<file path="src/rtl/fwd_bypass_unit.sv">
// Decode-stage operand forwarding and load-use hazard detection.
// Tracks in-flight writers in E/M/W and picks the youngest producer per read port.
module fwd_bypass_unit #(
    parameter int XLEN            = 32,
    parameter int NREAD           = 2,
    parameter int RADDR_W         = 5,
    parameter int LOAD_DATA_STAGE = 2
) (
    input  logic                     clk,
    input  logic                     rst,
    input  logic [NREAD*RADDR_W-1:0] rs_addr,
    input  logic [NREAD-1:0]         rs_re,
    input  logic [NREAD*XLEN-1:0]    reg_rs_data,
    input  logic                     d_valid,
    input  logic [RADDR_W-1:0]       d_rd,
    input  logic                     d_reg_write,
    input  logic                     d_is_load,
    input  logic                     flush_e,
    input  logic                     hold,
    input  logic [XLEN-1:0]          e_result,
    input  logic [XLEN-1:0]          m_result,
    input  logic [XLEN-1:0]          w_data,
    output logic [NREAD*XLEN-1:0]    rs_data_out,
    output logic [NREAD*2-1:0]       fwd_sel,
    output logic                     load_use_stall
);

    typedef struct packed {
        logic               valid;
        logic [RADDR_W-1:0] rd;
        logic               is_load;
    } entry_t;

    // A load result is usable once it reaches LOAD_DATA_STAGE (E=1, M=2, W=3).
    localparam bit E_LOAD_STALLS = (LOAD_DATA_STAGE > 1);
    localparam bit M_LOAD_STALLS = (LOAD_DATA_STAGE > 2);

    entry_t           e_q, m_q, w_q;
    entry_t           d_entry;
    logic             d_advance;
    logic [NREAD-1:0] stall_vec;

    always_comb begin
        d_entry.valid   = d_reg_write & (d_rd != '0);
        d_entry.rd      = d_rd;
        d_entry.is_load = d_is_load;
    end

    assign d_advance = d_valid & ~load_use_stall & ~flush_e;

    always_ff @(posedge clk) begin
        if (rst) begin
            e_q <= '0;
            m_q <= '0;
            w_q <= '0;
        end else if (!hold) begin
            w_q <= m_q;
            m_q <= e_q;
            e_q <= d_advance ? d_entry : '0;
        end
    end

    for (genvar i = 0; i < NREAD; i++) begin : g_port
        logic [RADDR_W-1:0] addr;
        logic               active;
        logic               hit_e, hit_m, hit_w;
        logic [1:0]         sel;
        logic [XLEN-1:0]    data;
        logic               stall;

        assign addr   = rs_addr[i*RADDR_W +: RADDR_W];
        assign active = rs_re[i] & (addr != '0);
        assign hit_e  = active & e_q.valid & (e_q.rd == addr);
        assign hit_m  = active & m_q.valid & (m_q.rd == addr);
        assign hit_w  = active & w_q.valid & (w_q.rd == addr);

        // Youngest match wins, so an older load behind a newer ALU write never stalls.
        always_comb begin
            sel   = 2'd0;
            data  = reg_rs_data[i*XLEN +: XLEN];
            stall = 1'b0;
            if (hit_e) begin
                sel   = 2'd1;
                data  = e_result;
                stall = e_q.is_load & E_LOAD_STALLS;
            end else if (hit_m) begin
                sel   = 2'd2;
                data  = m_result;
                stall = m_q.is_load & M_LOAD_STALLS;
            end else if (hit_w) begin
                sel   = 2'd3;
                data  = w_data;
            end
        end

        assign rs_data_out[i*XLEN +: XLEN] = data;
        assign fwd_sel[i*2 +: 2]           = sel;
        assign stall_vec[i]                = stall;
    end

    assign load_use_stall = |stall_vec;

endmodule

</file>
<file path="config.mk">
export PLATFORM = sky130hd
export DESIGN_NAME = fwd_bypass_unit
export DESIGN_NICKNAME = d
export VERILOG_FILES = /design/src/rtl/fwd_bypass_unit.sv
export SDC_FILE = /design/constraint.sdc
export NUM_CORES = 1
export LEC_CHECK = 0
export BUFFER_PORTS_ARGS = -buffer_cell sky130_fd_sc_hd__buf_4
export CAP_MARGIN = 20
export CORE_MARGIN = 5
export CORE_UTILIZATION = 38
export CTS_CLUSTER_DIAMETER = 40
export CTS_CLUSTER_SIZE = 14
export DETAILED_ROUTE_END_ITERATION = 10
export GPL_TIMING_DRIVEN = 1
export PLACE_DENSITY = 0.78
export SLEW_MARGIN = 20
export SYNTH_ARGS = -nofsm -noshare
export SYNTH_HDL_FRONTEND = slang
export SYNTH_SLANG_ARGS = --single-unit
export TNS_END_PERCENT = 50
</file>
<file path="constraint.sdc">
create_clock -name clk -period 1.8 [get_ports clk]
set_input_delay 0.18 -clock clk [delete_from_list [all_inputs] [get_ports clk]]
set_output_delay 0.18 -clock clk [all_outputs]
set_load 0.01 [all_outputs]
</file>
==> flow_metrics.tcl, run 1 <==
set metrics [dict create \
    status "complete, but fails checks" \
    violations "negative setup slack" \
    rr_worst_depth 8 \
    crit_start "e_q[3]" \
    instances_no_fill 898 \
    ctsRootBufferMaster "clkbuf_8" \
    insertion_delay_ns 0.25 \
    yosysWarningCount 0 \
    synth_edf_count 0 \
    antenna_cells 0 \
    fin_ws_ns -0.4477 \
    drc 0 \
    ys_seq_area_share_pct 10.93 \
    cts_tree "built" \
    drv_slew 0 \
    layout.nets 972 \
    boundaryPins 253 \
    routed_wl_mm 19.72 \
    cts-htree-levels 1 \
    io_buffers 252 \
    final_antenna_net_count 0 \
    area_growth_pct 102.8 \
    synthTopCellsByArea "dfxtp_1, a211oi_2, o21ai_0, o21ai_1, and3_1" \
    synth_seq_cells 19 \
    cp_data_required_time_ns 1.62 \
    numCtsBuffers 3 \
    gr-usage-all-layers_pct 32.28 \
    powerDensity_nw_per_um2 232.7 \
    path_clk_slew_ns 0.07 \
    firstDrtPassIters 6 \
    overflow 0 \
    grt_pass1_wl_mm 29.35 \
    synthArstFlopShare_pct 0 \
    period_minus_slack_ns 2.248 \
    r2r_end "e_q[2]" \
    dpl_cell_area_sq_um 6052 \
    layout-drive-gt1-share_pct 68.11 \
    die_h_microns 105.7 \
    die_area_sq_um 11170 \
    ir_drop_mv 0.4631 \
    globalRouteMet2Util_pct 57.33 \
    antenna_found_initial 0 \
    hold_violations 0 \
    dp_hpwl_mm 13.64 \
    crit_fanout 8 \
    setup_viol 76 \
    synth_ff_type "dfxtp_1" \
    maxSlewHeadroom_pct 67.64 \
    globalplace.congestion 0.9529 \
    crit_end "rs_data_out[10]" \
    syn_inst 487 \
    syn_area_sq_um 3481 \
    cts_sinks 19 \
    coreArea_sq_um 9065 \
    grt_pass1_vias 5552 \
    drv_cap 0 \
    fin_setup_tns_ns -27.42 \
    fin_area_sq_um 7058 \
    start_util_pct 38.40 \
    cp-start-kind "flop" \
    crit_arrival_ns 2.07 \
    grt_util_met3_pct 4.715 \
    power_w 0.001642 \
    rsz0062_at_grt "true" \
    dp_cells 869 \
    busiest_layer "met2" \
    synth.distinct_cells 39 \
    grt_max_degree 24 \
    fillers 632 \
    fmax_ghz 0.4449 \
    fin_crit_sh_pct 124.9 \
    hold_depth 2 \
    drt_first_iter_violations 362 \
    vias_per_cell 6.067 \
    leakage_nw 3.253 \
    syn_area_per_cell_sq_um 7.148 \
    core.rowCount 35 \
    critical_path_class "reg -> out" \
    min_path_type "in -> reg" \
    syn_nets 671 \
    hold_buffers 0 \
    cp-end-kind "output port" \
    die_w_microns 105.7 \
    dr_total_vias 5448 \
    rr_startpoint "e_q[3]" \
    worst_slew_pin_slew_ns 0.4844 \
    skew_ns 0.0008475 \
    synth.largest_area_cell "dfxtp_1" \
    synth_top_area_share_pct 10.93 \
    grt_use_met1_pct 38.93 \
    clk_path_buf_depth 2 \
    wl_per_cell_microns 21.96 \
    r2r_slack_ns -0.13 \
]
==> worst min-delay path by stage <==
stage	to	startpoint	slack (ns)
finish	e_q[0]	d_is_load	0.18
global route	e_q[1]	d_rd[0]	0.19
CTS	e_q[0]	d_is_load	0.16
detailed placement	e_q[0]	d_is_load	0.43
global placement	e_q[0]	d_is_load	0.42
floorplan	w_q[1]	rst	0.25
==> cell families after synthesis <==
group / Yosys count / share of synthesized area [%]
buf+inv: 51 / 8.914
xor+xnor: 30 / 7.548
simple gates: 168 / 25.52
compound gates: 207 / 43.64
mux: 12 / 3.451
flops: 19 / 10.93
==> power breakdown <==
group | switching (W) | internal (W) | leakage [nW]
Clock | 0.000137 | 0.000154 | 0.0255
Sequential | 0.00000785 | 0.000423 | 0.159
Combinational | 0.000376 | 0.000544 | 3.07
Total | 0.000522 | 0.00112 | 3.25
==> flip-flops by register name, summed over array words and instances, names as in the netlist <==
name  cells
e_q       7
m_q       6
w_q       6
==> layout by cell type (no fill, tap or decap), drive strengths merged <==
cell / count
clkbuf: 5
xor2: 19
dfxtp: 19
a22o: 1
or4: 2
or3: 1
o211a: 2
mux2i: 12
a32o: 6
a221oi: 17
nor4: 6
xnor2: 11
nand4: 4
inv: 1
nor4b: 1
o311a: 1
buf: 343
a21oi: 2
a211oi: 47
and3: 47
o21ai: 131
clkinv: 1
or2: 2
nand2: 71
nor2b: 1
and2: 17
nor2: 12
o2111a: 1
and4: 4
==> synth_stat cells, types with 3 or more instances <==
library cell	n
buf_4	5
dfxtp_1	19
a211oi_1	18
a211oi_2	29
and4_1	4
buf_6	7
clkbuf_1	31
xor2_1	19
xnor2_1	11
o21ai_1	59
a32o_1	6
mux2i_1	12
nor4_1	4
buf_2	3
o21ai_0	71
a221oi_2	14
nand4_1	4
nor2_1	12
and3_1	47
nand2_1	69
and2_1	17
a221oi_1	3
==> through the flow <==
step | util (%) | worst slack [ns] | hold WS (ns)
after floorplan | - | -0.02666 | 0.2524
after global placement | 66.76 | -0.4120 | 0.4210
after detailed placement | 66.76 | -0.4297 | 0.4298
after CTS | 75.04 | -0.4396 | 0.1650
after global routing | 77.86 | -0.5373 | 0.1919
final | 77.86 | -0.4477 | 0.1777
==> layer usage <==
metal  wire [microns]  vias to the layer above
met5                0                        -
li1                 -                     2421
met3             1700                       68
met2             9976                      363
met4              836                        0
met1             7205                     2596
==> layout make-up <==
type	count	area (sq um)	share of cell area, %
inverters	1	3.754	0.05318
clock buffers	3	41.29	0.5850
well taps	111	138.9	1.968
clock inverters	1	5.005	0.07091
repair buffers	345	2985	42.30
flip-flops and latches	19	400.4	5.673
multi-input cells	418	3483	49.35
==> timing repair <==
item	4_1_cts	5_1_grt
gates cloned	6	3
pin swaps	48	20
buffers inserted	13	5
setup endpoints to repair	76	76
resized for setup	172	50
==> worst max-delay path, cell delays in order (launching register included) <==
cell and delay [ns]:
dfxtp_4 0.35, xor2_1 0.17, nor4_2 0.33, buf_4 0.17
and4_4 0.25, buf_6 0.12, buf_12 0.14, nand2_1 0.06
o21ai_1 0.08, buf_4 0.14
Power figures use the tool's default switching activity.
==> run 2: changes to the inputs <==
CELL_PAD_IN_SITES_DETAIL_PLACEMENT = 0   (was default)
CELL_PAD_IN_SITES_GLOBAL_PLACEMENT = 2   (was default)
CORE_UTILIZATION = 18   (was 38)
PLACE_DENSITY = 0.76   (was 0.78)
==> run 2 against run 1 <==
The flow still finishes with violations (negative setup slack); combinational power is 3.1% higher; wire length is 17% higher; total power up 12%; highest routed layer unchanged.
==> flow_metrics.tcl, run 2 (synthesis gave the netlist of run 1 again) <==
set metrics [dict create \
    overflow 0 \
    final_antenna_net_count 0 \
    cts_sinks 19 \
    area_growth_pct 122.1 \
    crit_arrival_ns 2.16 \
    maxSlewHeadroom_pct 67.92 \
    dr_total_vias 5307 \
    grt_pass1_wl_mm 32.09 \
    antenna_found_initial 0 \
    ir_drop_mv 0.2551 \
    largest_register "e_q" \
    coreArea_sq_um 18890 \
    status "complete, but fails checks" \
    dp_slack_ns -0.6189 \
    cts_tree "built" \
    die_area_sq_um 22220 \
    drt_first_iter_violations 241 \
    numCtsBuffers 3 \
    dp_hpwl_mm 17.03 \
    routed_wl_mm 23.07 \
    fmax_ghz 0.4275 \
    hold_violations 0 \
    start_util_pct 18.42 \
    period_minus_slack_ns 2.339 \
    worst_slew_pin_slew_ns 0.4802 \
    drc 0 \
    crit_end "rs_data_out[12]" \
    cts-htree-levels 1 \
    whs_ns 0.1803 \
    die_h_microns 149.1 \
    skew_ns 0.005319 \
    core.rowCount 50 \
    layout.nets 991 \
    final_common_cell "buf_4" \
    dpl_cell_area_sq_um 6291 \
    fillers 1950 \
    crit_start "rs_addr[1]" \
    ctsRootBufferMaster "clkbuf_16" \
    min_path_type "in -> reg" \
    slowest_stage "or4_4" \
    clk_path_buf_depth 2 \
    crit_chain "buf_4, or4_4, or2_4, buf_4, nand4_1, buf_4, o21ai_0, o21ai_1, buf_4" \
    r2r_slack_ns -0.12 \
    drv_slew 0 \
    firstDrtPassIters 5 \
    violations "negative setup slack" \
    powerDensity_nw_per_um2 237.2 \
    vias_per_cell 4.978 \
    drv_cap 0 \
    grt_max_degree 19 \
    cp_data_required_time_ns 1.62 \
    boundaryPins 253 \
    antenna_cells 0 \
    rr_worst_depth 7 \
    crit_top_cell "buf_4" \
    setup_viol 76 \
    die_w_microns 149.1 \
    hold_start "d_rd[4]" \
    r2r_end "e_q[3]" \
    insertion_delay_ns 0.25 \
    slowest_delay_ns 0.54 \
    grt_pass1_vias 5578 \
    layout_common_cells "buf_4, o21ai_2, nand2_1" \
    rsz0062_at_grt "true" \
    crit_fanout 14 \
    reg.largest.list "e_q x7, m_q x6, w_q x6" \
    cp-end-kind "output port" \
    largest_reg_flops 7 \
    gr-usage-all-layers_pct 18.17 \
    wl_per_cell_microns 21.64 \
    fin_area_sq_um 7731 \
    hold_depth 2 \
    cp-start-kind "input port" \
    fin_crit_sh_pct 130.0 \
    layout-drive-gt1-share_pct 68.11 \
    post-route-util_pct 40.92 \
    globalplace.congestion 0.8811 \
    path_clk_slew_ns 0.06 \
    hold_buffers 0 \
    fin_ws_ns -0.5394 \
    rr_startpoint "e_q[5]" \
    io_buffers 252 \
    critical_path_class "in -> out" \
    leakage_nw 3.407 \
]
-- run 2: changes by cell type in the layout (fill, tap and decap cells not counted), moves of 5 or more --
cell | before | now
o21ai_1 | 50 | 32
buf_6 | 18 | 30
and3_4 | 7 | 13
and3_1 | 40 | 34
a211oi_2 | 36 | 31
buf_12 | 17 | 27
buf_4 | 301 | 296
clkbuf_16 | 2 | 10
o21ai_2 | 72 | 64
a211oi_4 | 5 | 10
o21ai_0 | 6 | 30
-- run 2: worst max-delay path: cells and delay by family --
family                 cells  cell delay (ns)
buffers and inverters      4             0.68
AOI/OAI and AO/OA          2             0.36
and+or+nand+nor            3             0.93
-- run 2: how the worst min path moves through the flow --
stage | slack, ns | endpoint
final | 0.18 | e_q[5]
after global routing | 0.19 | e_q[5]
after CTS | 0.17 | e_q[5]
after detailed placement | 0.44 | e_q[5]
after global placement | 0.43 | e_q[5]
after floorplan | 0.25 | w_q[1]
-- run 2: final cells by class --
cell class / count / area [sq um] / share of cell area [%]
tap: 260 / 325.3 / 4.208
multi-input combinational: 417 / 3530 / 45.65
timing repair buffer: 365 / 3388 / 43.83
sequential: 19 / 404.1 / 5.227
inverter: 1 / 3.754 / 0.04855
clock buffer: 3 / 75.07 / 0.9710
clock inverter: 1 / 5.005 / 0.06474
-- run 2: metrics by stage --
| step | setup TNS [ns] | total power (W) | instances |
|---|---|---|---|
| floorplan | -1.312 | 0.0007036 | 487 |
| global placement | -30.28 | 0.001295 | 1018 |
| detailed placement | -29.62 | 0.001298 | 1018 |
| CTS | -30.14 | 0.001796 | 1041 |
| global route | -36.58 | 0.001926 | 1066 |
| finish | -30.34 | 0.001834 | 1066 |
-- run 2: report_power, final --
part           switching, W  total [W]  internal, W
Clock              0.000157   0.000455     0.000298
Sequential       0.00000795   0.000429     0.000421
Combinational      0.000390   0.000950     0.000560
Total              0.000556    0.00183      0.00128
-- run 2: repair_timing --
item | 4_1_cts | 5_1_grt
setup endpoints to repair | 76 | 76
gates cloned | 5 | 9
gates resized for setup | 100 | 115
pin swaps | 42 | 47
buffers inserted | 14 | 19
-- run 2: per-layer routing --
layer | part of all wire (%) | vias up | track usage (%)
met4 | 2.3 | 0 | 4.348
met5 | 0 | - | 0
met2 | 49 | 249 | 31.84
met1 | 41 | 2566 | 22.83
li1 | - | 2455 | -
met3 | 8.2 | 37 | 3.707
